`config.mk`:
```
export PLATFORM = sky130hd
export DESIGN_NAME = vsmac_ctrl_flat
export DESIGN_NICKNAME = d
export VERILOG_FILES = /design/src/rtl/vsmac_ctrl_if.sv /design/src/rtl/vsmac_ctrl.sv /design/src/flat_wrapper.sv
export SDC_FILE = /design/constraint.sdc
export NUM_CORES = 1
export LEC_CHECK = 0
export ABC_AREA = 1
export BUFFER_PORTS_ARGS = -buffer_cell sky130_fd_sc_hd__buf_2
export CAP_MARGIN = 20
export CORE_MARGIN = 2
export CORE_UTILIZATION = 35
export DETAILED_ROUTE_END_ITERATION = 8
export GPL_TIMING_DRIVEN = 0
export PLACE_DENSITY = 0.69
export SLEW_MARGIN = 20
export SYNTH_ARGS = -nofsm -noshare
export SYNTH_HDL_FRONTEND = slang
export SYNTH_SLANG_ARGS = --single-unit
```
`constraint.sdc`:
```
create_clock -name clk -period 1.86 [get_ports clk]
set_input_delay 0.186 -clock clk [delete_from_list [all_inputs] [get_ports clk]]
set_output_delay 0.186 -clock clk [all_outputs]
set_load 0.1 [all_outputs]
```
`src/rtl/vsmac_ctrl_if.sv`:
```
// vsmac_ctrl_if: command, operand-read, MAC-drive and result handshake
// bundle for vsmac_ctrl. slave = the sequencer, master = its environment.
//
// Signals:
//   start/base_addr/pause      pass command from the system
//   busy/done                  pass status back to the system
//   rd_en/rd_addr              operand read strobe and address
//   mac_clear/mac_enable       vsmac reset and enable
//   mac_out                    vsmac output bus
//   result/result_valid/ready  captured result, valid/ready handshake
interface vsmac_ctrl_if #(
  parameter int SIZE   = 6,
  parameter int WIDTH  = 8,
  parameter int ADDR_W = 8
);
  logic                    start;
  logic [ADDR_W-1:0]       base_addr;
  logic                    pause;
  logic                    rd_en;
  logic [ADDR_W-1:0]       rd_addr;
  logic                    mac_clear;
  logic                    mac_enable;
  logic [WIDTH*SIZE-1:0]   mac_out;
  logic [WIDTH*SIZE-1:0]   result;
  logic                    result_valid;
  logic                    result_ready;
  logic                    busy;
  logic                    done;

  modport slave (
    input  start,
    input  base_addr,
    input  pause,
    input  mac_out,
    input  result_ready,
    output rd_en,
    output rd_addr,
    output mac_clear,
    output mac_enable,
    output result,
    output result_valid,
    output busy,
    output done
  );

  modport master (
    output start,
    output base_addr,
    output pause,
    output mac_out,
    output result_ready,
    input  rd_en,
    input  rd_addr,
    input  mac_clear,
    input  mac_enable,
    input  result,
    input  result_valid,
    input  busy,
    input  done
  );
endinterface

```
`src/rtl/vsmac_ctrl.sv`:
```
// vsmac_ctrl: sequences one vsmac pass (clear, operand stream, drain,
// capture) and offers the SIZE-lane result on a valid/ready handshake.
//
// Ports:
//   clk    clock, all state on the rising edge
//   reset  synchronous, active-high; aborts any pass in flight
//   bus    vsmac_ctrl_if.slave (command, operand reads, MAC drive,
//          result handshake)
module vsmac_ctrl #(
  parameter int SIZE          = 6,
  parameter int WIDTH         = 8,
  parameter int ACCUMULATIONS = 3,
  parameter int ADDR_W        = 8,
  parameter int DRAIN_CYCLES  = 2
) (
  input  logic         clk,
  input  logic         reset,
  vsmac_ctrl_if.slave  bus
);

  localparam int RW = WIDTH * SIZE;
  localparam int KW =
    (ACCUMULATIONS > 1) ? $clog2(ACCUMULATIONS) : 1;
  localparam int DW =
    (DRAIN_CYCLES > 1) ? $clog2(DRAIN_CYCLES) : 1;
  localparam logic [KW-1:0] K_LAST =
    KW'(ACCUMULATIONS - 1);
  localparam logic [DW-1:0] D_LAST =
    DW'(DRAIN_CYCLES - 1);

  typedef enum logic [2:0] {
    S_IDLE,
    S_CLEAR,
    S_RUN,
    S_DRAIN,
    S_OUT
  } state_t;

  state_t            state;
  state_t            state_nx;
  logic [KW-1:0]     k;
  logic [DW-1:0]     dcnt;
  logic [ADDR_W-1:0] base_q;
  logic              mac_en_q;
  logic [RW-1:0]     result_q;
  logic              done_q;

  logic              rd_en;
  logic [ADDR_W-1:0] rd_addr;
  logic              mac_clear;
  logic              busy;
  logic              result_valid;

  wire start_ok  = (state == S_IDLE) && bus.start;
  wire issue_en  = (state == S_RUN) && !bus.pause;
  wire last_iss  = issue_en && (k == K_LAST);
  wire last_drn  = (state == S_DRAIN) && (dcnt == D_LAST);
  wire accept    = (state == S_OUT) && bus.result_ready;

  // state register
  always_ff @(posedge clk) begin
    if (reset) begin
      state <= S_IDLE;
    end else begin
      state <= state_nx;
    end
  end

  // next-state logic
  always_comb begin
    state_nx = state;
    unique case (state)
      S_IDLE:  if (bus.start)        state_nx = S_CLEAR;
      S_CLEAR:                       state_nx = S_RUN;
      S_RUN:   if (last_iss)         state_nx = S_DRAIN;
      S_DRAIN: if (last_drn)         state_nx = S_OUT;
      S_OUT:   if (bus.result_ready) state_nx = S_IDLE;
      default:                       state_nx = S_IDLE;
    endcase
  end

  // output decode
  always_comb begin
    rd_en        = 1'b0;
    mac_clear    = reset;
    busy         = 1'b1;
    result_valid = 1'b0;
    unique case (state)
      S_IDLE:  busy         = 1'b0;
      S_CLEAR: mac_clear    = 1'b1;
      S_RUN:   rd_en        = !bus.pause && !reset;
      S_DRAIN: ;
      S_OUT:   result_valid = 1'b1;
      default: busy         = 1'b0;
    endcase
    rd_addr = rd_en ? base_q + ADDR_W'(k) : '0;
  end

  // operand index; wraps to 0 after the final issue
  always_ff @(posedge clk) begin
    if (reset) begin
      k <= '0;
    end else if (state == S_CLEAR) begin
      k <= '0;
    end else if (issue_en) begin
      k <= last_iss ? '0 : k + 1'b1;
    end
  end

  // drain counter runs only while in DRAIN
  always_ff @(posedge clk) begin
    if (reset) begin
      dcnt <= '0;
    end else if (state == S_DRAIN) begin
      dcnt <= last_drn ? '0 : dcnt + 1'b1;
    end else begin
      dcnt <= '0;
    end
  end

  always_ff @(posedge clk) begin
    if (reset) begin
      base_q <= '0;
    end else if (start_ok) begin
      base_q <= bus.base_addr;
    end
  end

  // read data returns one cycle after issue, so enable trails rd_en
  always_ff @(posedge clk) begin
    if (reset) begin
      mac_en_q <= 1'b0;
    end else begin
      mac_en_q <= rd_en;
    end
  end

  // capture after the vsmac output register has settled
  always_ff @(posedge clk) begin
    if (reset) begin
      result_q <= '0;
    end else if (last_drn) begin
      result_q <= bus.mac_out;
    end
  end

  always_ff @(posedge clk) begin
    if (reset) begin
      done_q <= 1'b0;
    end else begin
      done_q <= accept;
    end
  end

  assign bus.rd_en        = rd_en;
  assign bus.rd_addr      = rd_addr;
  assign bus.mac_clear    = mac_clear;
  assign bus.mac_enable   = mac_en_q;
  assign bus.result       = result_q;
  assign bus.result_valid = result_valid;
  assign bus.busy         = busy;
  assign bus.done         = done_q;

endmodule

```
`src/flat_wrapper.sv`:
```
// flat-port wrapper written by rule: the top's interface ports become plain ports
module vsmac_ctrl_flat 
#(
  parameter int SIZE          = 6,
  parameter int WIDTH         = 8,
  parameter int ACCUMULATIONS = 3,
  parameter int ADDR_W        = 8,
  parameter int DRAIN_CYCLES  = 2
)
  (clk, reset, bus_start, bus_base_addr, bus_pause, bus_mac_out, bus_result_ready, bus_rd_en, bus_rd_addr, bus_mac_clear, bus_mac_enable, bus_result, bus_result_valid, bus_busy, bus_done);
  vsmac_ctrl_if #(.SIZE(SIZE), .WIDTH(WIDTH), .ADDR_W(ADDR_W)) bus_i ();
  input  logic clk;
  input  logic reset;
  input wire logic [$bits(bus_i.start)-1:0] bus_start;
  input wire logic [$bits(bus_i.base_addr)-1:0] bus_base_addr;
  input wire logic [$bits(bus_i.pause)-1:0] bus_pause;
  input wire logic [$bits(bus_i.mac_out)-1:0] bus_mac_out;
  input wire logic [$bits(bus_i.result_ready)-1:0] bus_result_ready;
  output wire logic [$bits(bus_i.rd_en)-1:0] bus_rd_en;
  output wire logic [$bits(bus_i.rd_addr)-1:0] bus_rd_addr;
  output wire logic [$bits(bus_i.mac_clear)-1:0] bus_mac_clear;
  output wire logic [$bits(bus_i.mac_enable)-1:0] bus_mac_enable;
  output wire logic [$bits(bus_i.result)-1:0] bus_result;
  output wire logic [$bits(bus_i.result_valid)-1:0] bus_result_valid;
  output wire logic [$bits(bus_i.busy)-1:0] bus_busy;
  output wire logic [$bits(bus_i.done)-1:0] bus_done;
  assign bus_i.start = bus_start;
  assign bus_i.base_addr = bus_base_addr;
  assign bus_i.pause = bus_pause;
  assign bus_i.mac_out = bus_mac_out;
  assign bus_i.result_ready = bus_result_ready;
  assign bus_rd_en = bus_i.rd_en;
  assign bus_rd_addr = bus_i.rd_addr;
  assign bus_mac_clear = bus_i.mac_clear;
  assign bus_mac_enable = bus_i.mac_enable;
  assign bus_result = bus_i.result;
  assign bus_result_valid = bus_i.result_valid;
  assign bus_busy = bus_i.busy;
  assign bus_done = bus_i.done;
  vsmac_ctrl #(.SIZE(SIZE), .WIDTH(WIDTH), .ACCUMULATIONS(ACCUMULATIONS), .ADDR_W(ADDR_W), .DRAIN_CYCLES(DRAIN_CYCLES)) u_core (.clk(clk), .reset(reset), .bus(bus_i));
endmodule
```
==> reports/qor.yml <==
power:
  peakVddDrop_mv: 0.459
  p_leak_nw: 1.71
  power_density_mw_per_mm2: 900
  fin_total_pwr_mw: 3.51
synth:
  synth-seq-cells: 64
  synthCells: 337
  synth_cell_type_count: 17
  yosysSeqAreaShare_pct: 49.6
  ys_warn_count: 0
  postSynthNetCount: 402
  netlist_area_sq_mm: 0.00258
  synth.avg_cell_area_sq_um: 7.66
clock_network:
  cts_buffers: 9
  cts_tree: "built"
  cts_buffer_depth: 2
  htree_levels: 3
  clkTransAtPathRegs_ns: 0.07
  clock_sinks: 64
  clkLatencyLatePin_ns: 0.33
  holdBufCountCts: 0
  root_buffer: "clkbuf_8"
global_routing:
  use_met2_pct: 29.0
  grt-busiest-layer: "met2"
  grt_antenna_before_repair: 0
  met1_usage_pct: 22.1
  grt_pass1_vias: 2576
  grt_use_total_pct: 18.1
  grt_overflow: 0
  grt_use_met3_pct: 4.86
  grt_max_degree: 11
  grt_pass1_wl_um: 11900
sta:
  slew-limit-headroom_pct: 66.6
  rsz0062_at_grt: "true"
  fmax_mhz: 500
  slew_violations: 0
  hold_violations: 0
  fin_skew_ns: 0.00576
  period_needed_ns: 2.00
  tightest_slew_ns: 0.505
  finalCritPeriodShare_pct: 107
  finalSetupViolations: 6
  layout_setup_ws_ns: -0.138
  fin_tns_setup_ns: -0.550
critical_path:
  timing.critical_path.slowest_cell_delay_ns: 0.36
  path_cells: "ha_1, nand2_1, a21oi_4, buf_6, nand3_1, nand2_2, nor2_4, buf_12"
  path_depth: 8
  worstSetupEndpointType: "output pin"
  cp.arrival_ns: 1.81
  crit_path_top_delay_cell: "dfxtp_4"
  cp_max_fo: 4
  cp.required_ns: 1.67
  critPathBufInv: 2
  worstSetupPathType: "register to output pin"
  reg2reg_depth: 8
  start_kind: "register"
  critical_path.top_delay_family: "flip-flops"
route:
  antenna_left: 0
  wl_um: 7420
  drt_iter0_markers: 119
  avgViaCountPerCell: 4.79
  drc: 0
  wl_per_cell_um: 12.7
  firstDrtPassIters: 4
  vias: 2809
final_layout:
  syn_to_final_growth_pct: 51.2
  final_common_cell: "buf_2"
  fill_cells: 704
  antennaDiodeCount: 0
  final_cell_mix: "118 x buf_2, 64 x nand2_1, 60 x a21oi_1"
  drive_gt1_share_pct: 39.6
  nets: 547
floorplan:
  start_util_pct: 35.8
  die_y_um: 89.9
  die_x_um: 89.9
  io_pins: 123
  die_area_sq_mm: 0.00808
  fp-row-count: 31
  core_area_sq_mm: 0.00721
run_status:
  violations: "negative setup slack"
  status: "finished, violations left"
place:
  hpwl_um: 5140
  gp_congestion: 0.860
  io_buffers: 121
run:
  maxCapViolations: 0
hold_path:
  min_path_type: "input port to register"
  hold_depth: 3
per-stage QoR:
| step | cell area [sq um] | setup slack (ns) | util (%) | hold slack (ns) | instances |
|---|---|---|---|---|---|
| floorplan | 2660 | -0.337 | - | 0.326 | 337 |
| global placement | 3390 | -0.311 | 47.0 | 0.439 | 557 |
| detailed placement | 3390 | -0.342 | 47.0 | 0.444 | 557 |
| CTS | 3840 | -0.208 | 53.3 | 0.104 | 584 |
| global route | 3910 | -0.197 | 54.1 | 0.108 | 586 |
| finish | 3910 | -0.138 | 54.1 | 0.123 | 586 |
logic make-up after synthesis:
| group | Yosys count | share of synthesized area, % |
|---|---|---|
| and+or+nand+nor | 141 | 24.0 |
| AOI/OAI and AO/OA | 80 | 15.6 |
| DFF | 64 | 49.6 |
| buffers and inverters | 48 | 8.58 |
| adders and majority gates | 4 | 2.23 |
flip-flops by register name (all words and copies together) (netlist names):
register	flops
u_core.base_q	8
u_core.bus.done	1
u_core.bus.mac_enable	1
u_core.bus.result	48
u_core.dcnt	1
u_core.k	2
u_core.state	3
Yosys cell counts, drive strengths merged:
library cell	instances	area [sq um]
fa	1	20.0
o21ai	13	65.1
nor2	14	67.6
clkbuf	10	37.5
a21oi	66	330
ha	3	37.5
nand3	54	270
buf	14	93.8
nand4	1	6.26
nand2	68	255
o211ai	1	7.51
inv	24	90.1
nor3	4	20.0
dfxtp	64	1280
repair_timing:
item                                    4_1_cts  5_1_grt
endpoints found under the setup margin       10        8
buffers inserted                             11        2
resized for setup                            58        8
pin swaps                                     9        8
hold endpoints to repair                      0        0
worst reg2reg max path: cells and delay by family, from the launching register on:
kind	cells	cell delay [ns]
and+or+nand+nor	4	0.50
AOI/OAI and AO/OA	1	0.06
DFF	1	0.31
buffers and inverters	3	0.49
area by class of cell:
class | instances | area, sq um | area share [%]
clock buffers | 13 | 169 | 4.33
plain buffers | 24 | 140 | 3.59
inverters | 24 | 93.8 | 2.40
flip-flops and latches | 64 | 1300 | 33.2
repair buffers | 134 | 838 | 21.5
multi-input cells | 225 | 1230 | 31.5
well taps | 99 | 124 | 3.17
clock inverters | 3 | 15.0 | 0.384
per-layer routing:
metal / share of wire (%) / vias to the layer above
li1: - / 1406
met1: 43 / 1293
met2: 48 / 92
met3: 6.2 / 18
met4: 2.7 / 0
met5: 0 / -
power breakdown:
group / switching [mW] / leakage (nW) / internal (mW)
clock: 0.492 / 0.0992 / 0.587
combinational: 0.625 / 1.09 / 0.299
sequential: 0.0672 / 0.521 / 1.44
final timing paths:
kind | from | endpoint | slack [ns]
worst max-delay path | u_core.k[1]$_SDFFE_PP0P_ | bus_rd_addr[7] | -0.14
worst min-delay path | bus_mac_out[20] | u_core.bus.result[20]$_SDFFE_PP0P_ | 0.12
worst max register to register | u_core.state[1]$_SDFFE_PP0P_ | u_core.bus.result[47]$_SDFFE_PP0P_ | 0.37
worst min register to register | u_core.bus.result[8]$_SDFFE_PP0P_ | u_core.bus.result[8]$_SDFFE_PP0P_ | 0.46
Power figures use the tool's default switching activity.
